==> src/rtl/rf_write_ctrl.sv <==
// Write-port controller for the integer register file: post-reset clear sweep,
// registered RV32I load formatting, x0 discard. Optional forwarding via `RF_WR_FWD_EN.
//
// state | meaning
// RESET | held in reset, outputs at reset values
// SWEEP | writing INIT_VAL to registers 1..DEPTH-1, one per cycle
// RUN   | accepting writeback transactions
module rf_write_ctrl #(
    parameter int                WIDTH    = 32,
    parameter int                DEPTH    = 32,
    parameter logic [WIDTH-1:0]  INIT_VAL = '0,
    localparam int               AW       = $clog2(DEPTH)
) (
    input  logic             clk,
    input  logic             rst,
    input  logic             clear_req,
    input  logic             in_valid,
    output logic             in_ready,
    input  logic [AW-1:0]    in_rd,
    input  logic [WIDTH-1:0] in_data,
    input  logic             in_is_load,
    input  logic [2:0]       in_funct3,
    input  logic [1:0]       in_addr_lo,
    output logic             we0,
    output logic [AW-1:0]    wr_addr0,
    output logic [WIDTH-1:0] wr_din0,
    output logic             busy,
    output logic             load_err
`ifdef RF_WR_FWD_EN
    ,
    input  logic [AW-1:0]    fwd_rs1,
    input  logic [AW-1:0]    fwd_rs2,
    output logic             fwd_hit1,
    output logic             fwd_hit2,
    output logic [WIDTH-1:0] fwd_data1,
    output logic [WIDTH-1:0] fwd_data2
`endif
);

    typedef enum logic [1:0] {
        ST_RESET = 2'd0,
        ST_SWEEP = 2'd1,
        ST_RUN   = 2'd2
    } state_t;

    localparam logic [AW-1:0] ADDR_FIRST = AW'(1);
    localparam logic [AW-1:0] ADDR_LAST  = AW'(DEPTH - 1);

    state_t           state_q, state_d;
    logic             we_q, we_d;
    logic [AW-1:0]    addr_q, addr_d;
    logic [WIDTH-1:0] din_q, din_d;
    logic             err_q, err_d;

    logic [7:0]       ld_byte;
    logic [15:0]      ld_half;
    logic [WIDTH-1:0] fmt_data;
    logic             fmt_bad;

    assign ld_byte = in_data[{in_addr_lo, 3'b000} +: 8];
    assign ld_half = in_data[{in_addr_lo[1], 4'b0000} +: 16];

    always_comb begin
        fmt_data = in_data;
        fmt_bad  = 1'b0;
        if (in_is_load) begin
            case (in_funct3)
                3'd0: fmt_data = {{(WIDTH-8){ld_byte[7]}}, ld_byte};
                3'd4: fmt_data = {{(WIDTH-8){1'b0}}, ld_byte};
                3'd1: begin
                    fmt_data = {{(WIDTH-16){ld_half[15]}}, ld_half};
                    fmt_bad  = in_addr_lo[0];
                end
                3'd5: begin
                    fmt_data = {{(WIDTH-16){1'b0}}, ld_half};
                    fmt_bad  = in_addr_lo[0];
                end
                3'd2: fmt_bad = (in_addr_lo != 2'd0);
                default: fmt_bad = 1'b1;
            endcase
        end
    end

    assign in_ready = (state_q == ST_RUN) && !clear_req;

    always_comb begin
        state_d = state_q;
        we_d    = 1'b0;
        addr_d  = addr_q;
        din_d   = din_q;
        err_d   = 1'b0;
        case (state_q)
            ST_RESET: begin
                state_d = ST_SWEEP;
                we_d    = 1'b1;
                addr_d  = ADDR_FIRST;
                din_d   = INIT_VAL;
            end
            ST_SWEEP: begin
                // addr_q doubles as the sweep counter
                if (addr_q == ADDR_LAST) begin
                    state_d = ST_RUN;
                end else begin
                    we_d   = 1'b1;
                    addr_d = addr_q + ADDR_FIRST;
                    din_d  = INIT_VAL;
                end
            end
            ST_RUN: begin
                if (clear_req) begin
                    state_d = ST_SWEEP;
                    we_d    = 1'b1;
                    addr_d  = ADDR_FIRST;
                    din_d   = INIT_VAL;
                end else if (in_valid) begin
                    if (fmt_bad) begin
                        err_d = 1'b1;
                    end else if (in_rd != '0) begin
                        we_d   = 1'b1;
                        addr_d = in_rd;
                        din_d  = fmt_data;
                    end
                end
            end
            default: state_d = ST_RESET;
        endcase
    end

    always_ff @(posedge clk) begin
        if (!rst) begin
            state_q <= ST_RESET;
            we_q    <= 1'b0;
            addr_q  <= '0;
            din_q   <= '0;
            err_q   <= 1'b0;
        end else begin
            state_q <= state_d;
            we_q    <= we_d;
            addr_q  <= addr_d;
            din_q   <= din_d;
            err_q   <= err_d;
        end
    end

    assign we0      = we_q;
    assign wr_addr0 = addr_q;
    assign wr_din0  = din_q;
    assign busy     = (state_q != ST_RUN);
    assign load_err = err_q;

`ifdef RF_WR_FWD_EN
    assign fwd_hit1  = we_q && !busy && (addr_q == fwd_rs1) && (fwd_rs1 != '0);
    assign fwd_hit2  = we_q && !busy && (addr_q == fwd_rs2) && (fwd_rs2 != '0);
    assign fwd_data1 = din_q;
    assign fwd_data2 = din_q;
`endif

endmodule

==> config.mk <==
export PLATFORM = sky130hd
export DESIGN_NAME = rf_write_ctrl
export DESIGN_NICKNAME = d
export VERILOG_FILES = /design/src/rtl/rf_write_ctrl.sv
export SDC_FILE = /design/constraint.sdc
export NUM_CORES = 1
export LEC_CHECK = 0
export ABC_AREA = 1
export ABC_CLOCK_PERIOD_IN_PS = 4350
export BUFFER_PORTS_ARGS = -buffer_cell sky130_fd_sc_hd__buf_2
export CORE_UTILIZATION = 54
export DETAILED_ROUTE_END_ITERATION = 8
export PLACE_DENSITY = 0.86
export SYNTH_ARGS = -nofsm -noshare
export SYNTH_HDL_FRONTEND = slang
export SYNTH_SLANG_ARGS = --single-unit
==> constraint.sdc <==
create_clock -name clk -period 4.35 [get_ports clk]
set_input_delay 0.435 -clock clk [delete_from_list [all_inputs] [get_ports clk]]
set_output_delay 0.435 -clock clk [all_outputs]
set_load 0.005 [all_outputs]
# [Yosys cells after proc, flatten, opt, wreduce, memory -nomap -nowiden]
# Cells that the tools add are included.
[classes] addsub=1 eq_ne=14 n_shift=2 mux=26 bitwise=3 n_reduce_logical=12
[op_table] operator="32-bit 2-to-1 mux" count=6
[op_table] operator="32-bit one-hot mux with 4 select lines" count=1
[op_table] operator="32-bit one-hot mux with 3 select lines" count=1
[op_table] operator="32-bit by 6-bit variable part select with 16-bit output" count=1
[op_table] operator="32-bit by 6-bit variable part select with 8-bit output" count=1
[op_table] operator="5-bit 2-to-1 mux" count=5
[op_table] operator="5-bit one-hot mux with 3 select lines" count=1
[op_table] operator="2-bit != test (second input constant)" count=4
[op_table] operator="1-bit 2-to-1 mux" count=7
[op_table] operator="3-bit == test (second input constant)" count=2
[op_table] operator="3-bit != test (second input constant)" count=2
[op_table] operator="1-bit one-hot mux with 3 select lines" count=2
[op_table] operator="2-bit one-hot mux with 3 select lines" count=1
[op_table] operator="5-bit by 1-bit adder with 5-bit output (second input constant)" count=1
[op_table] operator="5-bit == test (second input constant)" count=1
[op_table] operator="5-bit AND reduction" count=1
[op_table] operator="5-bit nonzero test" count=1
[op_table] operator="2-bit 2-to-1 mux" count=2
[op_table] operator="2-bit OR reduction" count=2
[op_table] operator="4-bit OR reduction" count=1
[op_table] operator="3-bit by 1-bit == test with 1-bit output (second input constant)" count=1
[op_table] operator="3-bit by 2-bit == test with 1-bit output (second input constant)" count=1
[op_table] operator="3-bit zero test" count=1
[op_table] operator="3-bit by 2-bit != test with 1-bit output (second input constant)" count=1
[op_table] operator="9 further kinds" count=11
[totals] ff_bits=41 input_bits=47 out_inout_bits=41 word_cells=63

# [Logic depth before layout (Yosys ltp)]
# Gate-level depths: netlist of the first run.
[depth] word_depth=8 depth_mapped=12 mapped_depth_nobuf=11

# [Worst setup path before layout of the first run]
# Ideal clock, no wire load.
[synth_timing] kind="reg2reg" from="register addr_q[0], in the netlist wr_addr0[0]" to="register din_q[22], in the netlist wr_din0[22]" setup_time_ns=0.070 t_arrival_ns=1.614 required_time_ns=4.280 setup_slack_ns=2.666 path_stages_with_launch=12 n_path_buf=1 period_less_slack_ns=1.684 path_cell_list="dfxtp_1 ha_1 nand2_1 nor2_1 ha_1 or2_4 nand2_2 nand4_1 clkinv_2 buf_6 nand2_1 a21oi_2"
[synth_via] elab_chain_len=3
[synth_rtl] item="start, declared" line_no="51" rtl="logic [AW-1:0] addr_q, addr_d;"
[synth_rtl] item="start signal, assigned" line_no="139" rtl="addr_q <= addr_d;"
[synth_rtl] item="5-bit == test" line_no="101" rtl="if (addr_q == ADDR_LAST) begin"
[synth_rtl] item="2-bit != test (no line)"
[synth_rtl] item="5-bit AND reduction (no line)"
[synth_rtl] item="end signal, assigned" line_no="140" rtl="din_q <= din_d;"
[synth_rtl] item="end, declared" line_no="52" rtl="logic [WIDTH-1:0] din_q, din_d;"
# No other way between the ends.
# A chain may end at the register's enable or synchronous reset.

# [Worst setup path after layout of the first run]
[layout_timing] from="register addr_q[0], in the netlist wr_addr0[0]" to="register addr_q[1], in the netlist wr_addr0[1]"
[layout_via] elab_chain_len=3 elab_cells_between_ends=6 classes_between="add/sub (1); eq/ne (2); mux (2); reduce/logical (1)"
[layout_rtl] item="5-bit by 1-bit adder with 5-bit output or 5-bit == test (tied branches)" line_no="105, 101"
[layout_rtl] item="5-bit 2-to-1 mux or 2-bit != test (tied branches)"
[layout_rtl] item="5-bit one-hot mux with 3 select lines or 5-bit AND reduction (tied branches)"
# Several ways; a longest one is shown, not always the timed one. The select of a mux whose other input is x is not followed.

==> impl_metrics.toml, run 1 <==
[layout]
final_cell_mix = "186 x nand2_1, 87 x buf_2, 42 x a21oi_1"
antenna_cells = 0
area_growth_pct = 20.8
multi_input_area_um2 = 1460
final_layout_size_suffix_gt1_share_pct = 26.8
nFillCells = 398
utilization_pct = 68.3
final_common_cell = "nand2_1"
seq_area_um2 = 821
final_nets = 525

[cts]
cts_buffers = 5
clock_sinks = 41
clock_path_buffers = 2
h-tree-depth = 2
cts_tree = "done"
ctsResizeCount = 0
clk_latency_ns = 0.30
post_cts_buffers = 0
cts.clk_slew.worst_paths_ns = 0.08
cts_hold_buffers = 0
clock_tree.root_cell = "clkbuf_8"

[synth]
synth.distinct_cells = 30
netlist.top_cell.by_area = "dfxtp_1"
synth_top_area_share_pct = 33.1
synth_compound_area_share_pct = 16.1
synth_top_family_by_area = "simple AND/OR/NAND/NOR gates"
ys_async_sr_fraction_pct = 0
synth_ff_type = "dfxtp_1"
postSynthCellCount = 395
synth_fa_ha_area_share_pct = 3.03
synth_area_leaders = "dfxtp_1 33%, nand2_1 28%, a21oi_1 8.5%"
yosys_warnings = 0
netlist_area_um2 = 2480
synth_xor_area_share_pct = 0
synth.area.mux_share_pct = 0
synth_seq_cells = 41
synth_edf_count = 0
synth-simple-area-share_pct = 39.7
syn_avg_cell_area_um2 = 6.28
synth_fp_nets = 448
seq_area_frac_synth_pct = 33.1

[die]
core_um2 = 4380
rows = 24
die_y_um = 69.8
start_util_pct = 56.5
die_area_um2 = 4870
ios = 88
fp.dieW_um = 69.8

[setup_path]
cpLargestDelayFamily = "simple AND/OR/NAND/NOR gates"
crit_arrival_ns = 2.39
cp.required_ns = 4.56
cp-end-kind = "flip-flop"
cp_max_fo = 34
start_kind = "flip-flop"
slowest_stage = "nand2_2"
critical_path_class = "flip-flop to flip-flop"
r2r_slack_ns = 2.17
cp.buffers_inverters = 1
cp_cell_sequence = "ha_1 > nand2_1 > nor2_1 > ha_1 > or2_4 > nand2_2 > nand2_2 > inv_2 > nand2_1 > nand2_1 > nor2_1"
cp_common_cell = "nand2_1"
timing.critical_path.slowest_cell_delay_ns = 0.38

[worst_hold_path]
min-delay-path-class = "primary input to flip-flop"

[sta]
rsz0062_at_grt = "no"
min_period_ns = 2.18
tightestPinTransition_ns = 1.15
setup_tns_ns = 0
slew_headroom_pct = 23.0
setup_ws_ns = 2.17
fin_worst_skew_ns = 0.0107
hold_ws_ns = 0.378
hold_violations = 0
min_period_over_period_pct = 50.2
slew_violations = 0
setup_viol = 0
fmax_ghz = 0.458

[global_route]
gr-total-overflow = 0
gr-max-usage-layer = "met2"
grt_pass1_wl_mm = 10.5
grt_pass1_vias = 2385
grt_max_degree = 35
antenna_found_initial = 0
use_met3_pct = 7.41
grt_usage_pct = 27.0
grtUsageMet1_pct = 32.7
met2_usage_pct = 47.4

[detailed_routing]
drtPass1Iterations = 4
drtAntennaViolNets = 0
wl_per_cell_um = 12.6
wl_mm = 6.63
vias = 2747
detail_route.iter0.violations = 113
drc = 0
viasPerCell = 5.23

[pwr]
peakVddDrop_uv = 221
leakage_nw = 1.55
power_density_nw_per_um2 = 427

[status]
status = "complete, no violations"

[place]
gp_congestion = 0.902
pre_cts_ws_ns = 2.18
io_buffers = 87
dp_hpwl_mm = 4.83

[job]
maxCapViolCount = 0
==> worst min-delay path, cell delays in order <==
cell,delay (ns)
buf_2,0.10
nand3_1,0.07
nor2_1,0.04
==> layout make-up <==
class / count / area share, %
flip-flops and latches: 41 / 27.4
well taps: 52 / 2.17
clock buffers: 5 / 2.30
clock inverters: 3 / 2.17
inverters: 21 / 2.76
multi-input cells: 316 / 48.7
repair buffers: 87 / 14.5
==> logic make-up after synthesis <==
logic type / after synthesis
compound gates: 71
fa+ha+maj: 6
buf+inv: 38
flops: 41
simple gates: 239
==> Yosys cell counts (3+ instances only) <==
cell        n
a21oi_2     9
o21ai_0    16
nand2_1   186
nand3_1     5
ha_1        6
nand3_2     3
nand2_2     7
dfxtp_1    41
inv_2       3
buf_4       3
clkbuf_1    4
a21oi_1    42
inv_1      15
buf_6       5
nor2_1     29
buf_2       4
==> metal layers <==
layer / part of all wire (%) / vias to the layer above / routed length [um]
met5: 0 / - / 0
met1: 42 / 1217 / 2770
li1: - / 1399 / -
met3: 9.5 / 12 / 629
met2: 47 / 119 / 3110
met4: 1.9 / 0 / 125
==> through the flow <==
stage	area, um^2	power (mW)	instances
6_report	3000	1.28	525
5_1_grt	3000	1.36	525
4_1_cts	3000	1.28	525
3_5_place_dp	2860	0.914	517
3_3_place_gp	2860	0.903	517
2_1_floorplan	2480	0.806	395
==> worst paths after layout <==
path,from,endpoint,cells after the start
max,wr_addr0[0],wr_addr0[1],11
min,in_valid,load_err,3
max reg2reg,wr_addr0[0],wr_addr0[1],11
min reg2reg,wr_din0[15],wr_din0[15],2
==> state kept, by name, summed over array words and instances, names as in the netlist <==
name / cells
load_err: 1
state_q: 2
we0: 1
wr_addr0: 5
wr_din0: 32
==> where the power goes <==
part | internal, mW | switching [mW] | total [mW]
sequential | 0.414 | 0.0324 | 0.446
combinational | 0.151 | 0.315 | 0.466
clock | 0.228 | 0.139 | 0.367
Note: power is estimated with default switching activity, not from simulation.
==> run 2: changes to the inputs <==
Settings changed: ABC_CLOCK_PERIOD_IN_PS 4350 to 1900, CORE_UTILIZATION 54 to 45, PLACE_DENSITY 0.86 to 0.76.
Clock period 4.35 ns to 1.9 ns, I/O delays scaled along.
==> run 2 against run 1 <==
Against the previous run: clock skew about the same; clock-buffer cell count up 2; critical path depth unchanged; largest cell class unchanged; highest routed layer unchanged.
==> impl_metrics.toml, run 2 (synthesized netlist as in run 1, its figures left out) <==
[status]
status = "complete, no violations"

[cts]
cts_hold_buffers = 0
cts.clk_slew.worst_paths_ns = 0.08
h-tree-depth = 2
clock_sinks = 41
cts_tree = "done"
clock_tree.root_cell = "clkbuf_8"
clk_latency_ns = 0.29
cts_buffers = 5
clock_path_buffers = 2

[place]
dp.cells = 541
gp_congestion = 0.890
dp_hpwl_mm = 4.83
io_buffers = 87

[detailed_routing]
wl_mm = 6.94
detail_route.iter0.violations = 199
viasPerCell = 5.03
drtPass1Iterations = 4
drtAntennaViolNets = 0
drc = 0
wl_per_cell_um = 12.6
vias = 2779

[pwr]
peakVddDrop_uv = 903
power_density_nw_per_um2 = 952
leakage_nw = 1.61

[die]
die_area_um2 = 5810
core_um2 = 5200
fp.dieW_um = 76.2
ios = 88
die_y_um = 76.2
start_util_pct = 47.6
rows = 26

[sta]
slew_violations = 0
slew_headroom_pct = 62.6
hold_violations = 0
min_period_ns = 1.86
setup_tns_ns = 0
tightestPinTransition_ns = 0.558
rsz0062_at_grt = "yes"
fin_worst_skew_ns = 0.0108
setup_viol = 0
fmax_ghz = 0.539
min_period_over_period_pct = 97.7

[global_route]
grt_usage_pct = 23.8
grt_pass1_vias = 2553
gr-total-overflow = 0
grt_pass1_wl_mm = 11.3
antenna_found_initial = 0
grt_max_degree = 33

[layout]
final_layout_size_suffix_gt1_share_pct = 29.0
final_cell_mix = "185 x nand2_1, 87 x buf_2, 40 x a21oi_1"
nFillCells = 507
antenna_cells = 0
final_common_cell = "nand2_1"
largest_reg_flops = 32
area_growth_pct = 25.7
final_nets = 534
stdcell_count = 552

[setup_path]
start_kind = "flip-flop"
cp_max_fo = 8
cp.required_ns = 2.12
crit_arrival_ns = 2.08
cp-end-kind = "flip-flop"
critical_path_class = "flip-flop to flip-flop"

[worst_hold_path]
min-delay-path-class = "primary input to flip-flop"

[job]
maxCapViolCount = 0
## run 2: cell types whose count changed in the layout (fill, tap and decap cells not counted), moves of 2 or more
cell,delta
a21oi_2,+2
dfxtp_2,+2
buf_4,+5
dfxtp_1,-2
buf_12,+2
a21oi_1,-2
## run 2: metal layers
| metal | vias to the layer above | global-route usage [%] | routed length [um] |
|---|---|---|---|
| li1 | 1411 | - | - |
| met1 | 1248 | 31.0 | 3110 |
| met2 | 114 | 39.0 | 3200 |
| met3 | 6 | 5.51 | 568 |
| met4 | 0 | 6.73 | 61 |
| met5 | - | 0 | 0 |
## run 2: path summary, 6_finish.rpt
check,startpoint,end,slack [ns],cells past startpoint
setup / recovery,wr_addr0[0],wr_din0[18],0.04,11
hold / removal,in_valid,load_err,0.17,3
setup reg to reg,wr_addr0[0],wr_din0[18],0.04,11
hold reg to reg,wr_din0[4],wr_din0[4],0.46,2
## run 2: power breakdown
| part | internal (mW) | switching, mW |
|---|---|---|
| sequential | 0.950 | 0.0647 |
| clock | 0.429 | 0.304 |
| combinational | 0.450 | 0.768 |
| total | 1.83 | 1.14 |
## run 2: area by class of cell
type | instances | area (um^2) | share of cell area, %
multi-input combinational | 316 | 1470 | 47.1
sequential | 41 | 823 | 26.4
timing repair buffer | 94 | 513 | 16.5
inverter | 21 | 95.1 | 3.05
tap | 70 | 87.6 | 2.81
clock buffer | 7 | 86.3 | 2.77
clock inverter | 1 | 30.0 | 0.963
timing repair inverter | 2 | 13.8 | 0.442
## run 2: worst max-delay path, stage by stage, from the launching register on
cell	delay (ns)
dfxtp_2	0.33
ha_1	0.20
nand2_1	0.08
nor2_1	0.05
ha_1	0.17
or2_4	0.26
nand2_2	0.07
nand4_1	0.10
buf_4	0.19
clkinv_2	0.12
nand2_1	0.08
a21oi_1	0.11
## run 2: metrics by stage
stage / total power, mW / cell area (um^2) / worst slack [ns] / util [%] / hold slack [ns]
CTS: 2.95 / 3070 / 0.0240 / 59.1 / 0.160
global route: 3.21 / 3120 / -0.0578 / 59.9 / 0.195
detailed placement: 2.22 / 2950 / -0.0182 / 56.8 / 0.454
floorplan: 1.85 / 2480 / 0.216 / - / 0.333
finish: 2.97 / 3120 / 0.0442 / 59.9 / 0.168
global placement: 2.21 / 2950 / 0.0323 / 56.8 / 0.449
## run 2: what timing repair did
action                     CTS  global route
resized for setup            1             8
setup endpoints to repair   29            32
pin swaps                    0             2
buffers inserted             0             1
cloned                       0             2
==> run 3: changes to the inputs <==
Settings changed: ABC_CLOCK_PERIOD_IN_PS 1900 to 2270, CORE_UTILIZATION 45 to 54, PLACE_DENSITY 0.76 to 0.86.
Clock period 1.9 ns to 2.27 ns, I/O delays scaled along.
==> run 3 against run 2 <==
Against the previous run: sequential cell count unchanged; via count increased by 0.14%; clock skew barely moved; critical path depth decreased by 1; wire length down 4.2%; clock power fell by 18%.
==> impl_metrics.toml, run 3 (synthesized netlist as in run 1, its figures left out) <==
[setup_path]
start_kind = "flip-flop"
timing.critical_path.slowest_cell_delay_ns = 0.41
cp.required_ns = 2.43
regToRegStartpoint = "wr_addr0[0]"
crit_arrival_ns = 2.18
cp_cell_sequence = "ha_1 > nand2_1 > nor2_1 > ha_1 > or2_4 > nand2_2 > nand4_1 > clkinv_2 > nand2_1 > a21oi_1"
cp-end-kind = "flip-flop"
cpLargestDelayFamily = "simple AND/OR/NAND/NOR gates"
reg2reg_to = "wr_din0[0]"
r2r_slack_ns = 0.25
cp_max_fo = 32
cp.buffers_inverters = 1
slowest_stage = "dfxtp_1"
worstRegToRegCells = 10
critical_path_class = "flip-flop to flip-flop"

[cts]
ctsResizeCount = 0
h-tree-depth = 2
cts_tree = "done"
cts_hold_buffers = 0
clock_path_buffers = 2
cts.clk_slew.worst_paths_ns = 0.09
clk_latency_ns = 0.30
clock_tree.root_cell = "clkbuf_8"
post_cts_buffers = 0
clock_sinks = 41
cts_buffers = 5

[detailed_routing]
vias = 2783
viasPerCell = 5.27
drtAntennaViolNets = 0
drc = 0
wl_mm = 6.65
detail_route.iter0.violations = 267
wl_per_cell_um = 12.6
drtPass1Iterations = 5

[place]
io_buffers = 87
dpl_cell_area_um2 = 2880
dp_hpwl_mm = 4.68
dp.cells = 520
gp_congestion = 0.908

[pwr]
p_clk_share_pct = 25.1
power_density_nw_per_um2 = 799
netSwitchingFraction_pct = 40.0
seqPwrFrac_pct = 35.6
switching_power_mw = 0.959
peakVddDrop_uv = 533
combPwrFrac_pct = 39.3
leakage_nw = 1.55
p_int_mw = 1.44
power.total_mw = 2.40

[die]
core_um2 = 4380
die_area_um2 = 4870
fp.dieW_um = 69.8
ios = 88
die_y_um = 69.8
rows = 24
start_util_pct = 56.5

[global_route]
gr-total-overflow = 0
grt_pass1_vias = 2370
antenna_found_initial = 0
grt_usage_pct = 27.5
grt_max_degree = 33
grt_pass1_wl_mm = 10.7

[sta]
hold_violations = 0
rsz0062_at_grt = "no"
slew_violations = 0
min_period_ns = 2.02
fin_worst_skew_ns = 0.0106
tightestPinTransition_ns = 0.581
hold_ws_ns = 0.181
min_period_over_period_pct = 89.2
setup_viol = 0
slew_headroom_pct = 61.2
fmax_ghz = 0.494
setup_tns_ns = 0

[layout]
stdcell_count = 528
final_common_cell = "nand2_1"
final_layout_size_suffix_gt1_share_pct = 27.3
final_cell_mix = "186 x nand2_1, 87 x buf_2, 42 x a21oi_1"
area_growth_pct = 21.0
nFillCells = 387
final_area_um2 = 3000
antenna_cells = 0
final_nets = 528
largest_reg_flops = 32
multi_input_area_um2 = 1460
seq_area_um2 = 821

[worst_hold_path]
min-delay-path-class = "primary input to flip-flop"
whs_path_depth = 3
hold_start = "in_valid"
holdPathEnd = "load_err"

[status]
status = "complete, no violations"

[job]
maxCapViolCount = 0
[run 3: cell count changes in the layout (fill, tap and decap cells not counted), moves of 2 or more]
cell,before,now
a21oi_1,40,42
a21oi_2,11,9
buf_12,2,0
buf_4,5,3
dfxtp_1,39,41
dfxtp_2,2,0
[run 3: power by group through the flow]
stage          registers [mW]  clock network, mW  logic, mW
6_report                0.853              0.602      0.940
5_1_grt                 0.862              0.639       1.05
4_1_cts                 0.851              0.615      0.928
3_5_place_dp            0.866                  0      0.912
3_3_place_gp            0.863                  0      0.893
2_1_floorplan           0.865                  0      0.680
[run 3: tightest hold or removal path, delay by kind of cell]
| family | cells | cell delay [ns] |
|---|---|---|
| simple gates | 2 | 0.11 |
| buf+inv | 1 | 0.11 |
[run 3: how the worst max path moves through the flow]
stage	startpoint	end	slack (ns)	depth (start not counted)
2_1_floorplan	wr_addr0[0]	wr_din0[22]	0.59	11
3_3_place_gp	wr_addr0[0]	wr_din0[21]	0.40	10
3_5_place_dp	wr_addr0[0]	wr_din0[7]	0.29	10
4_1_cts	wr_addr0[0]	wr_din0[24]	0.26	10
5_1_grt	wr_addr0[0]	wr_din0[16]	0.12	10
6_report	wr_addr0[0]	wr_din0[0]	0.25	10
[run 3: area by class of cell]
| class | instances | area share [%] |
|---|---|---|
| multi-input combinational | 316 | 48.6 |
| sequential | 41 | 27.4 |
| timing repair buffer | 90 | 15.3 |
| inverter | 21 | 2.75 |
| clock buffer | 5 | 2.29 |
| tap | 52 | 2.17 |
| clock inverter | 3 | 1.54 |
[run 3: metrics by stage]
step,setup slack (ns),utilization [%]
after floorplan,0.586,-
after global placement,0.396,65.8
after detailed placement,0.293,65.8
after CTS,0.264,68.4
after global routing,0.115,68.4
final,0.246,68.4
[run 3: per-layer routing]
metal	up-vias	global-route usage [%]	part of all wire, %
met1	1239	34.3	43
met3	13	5.52	7.1
met4	0	7.11	1.5
li1	1405	-	-
met2	126	48.2	49
met5	-	0	0
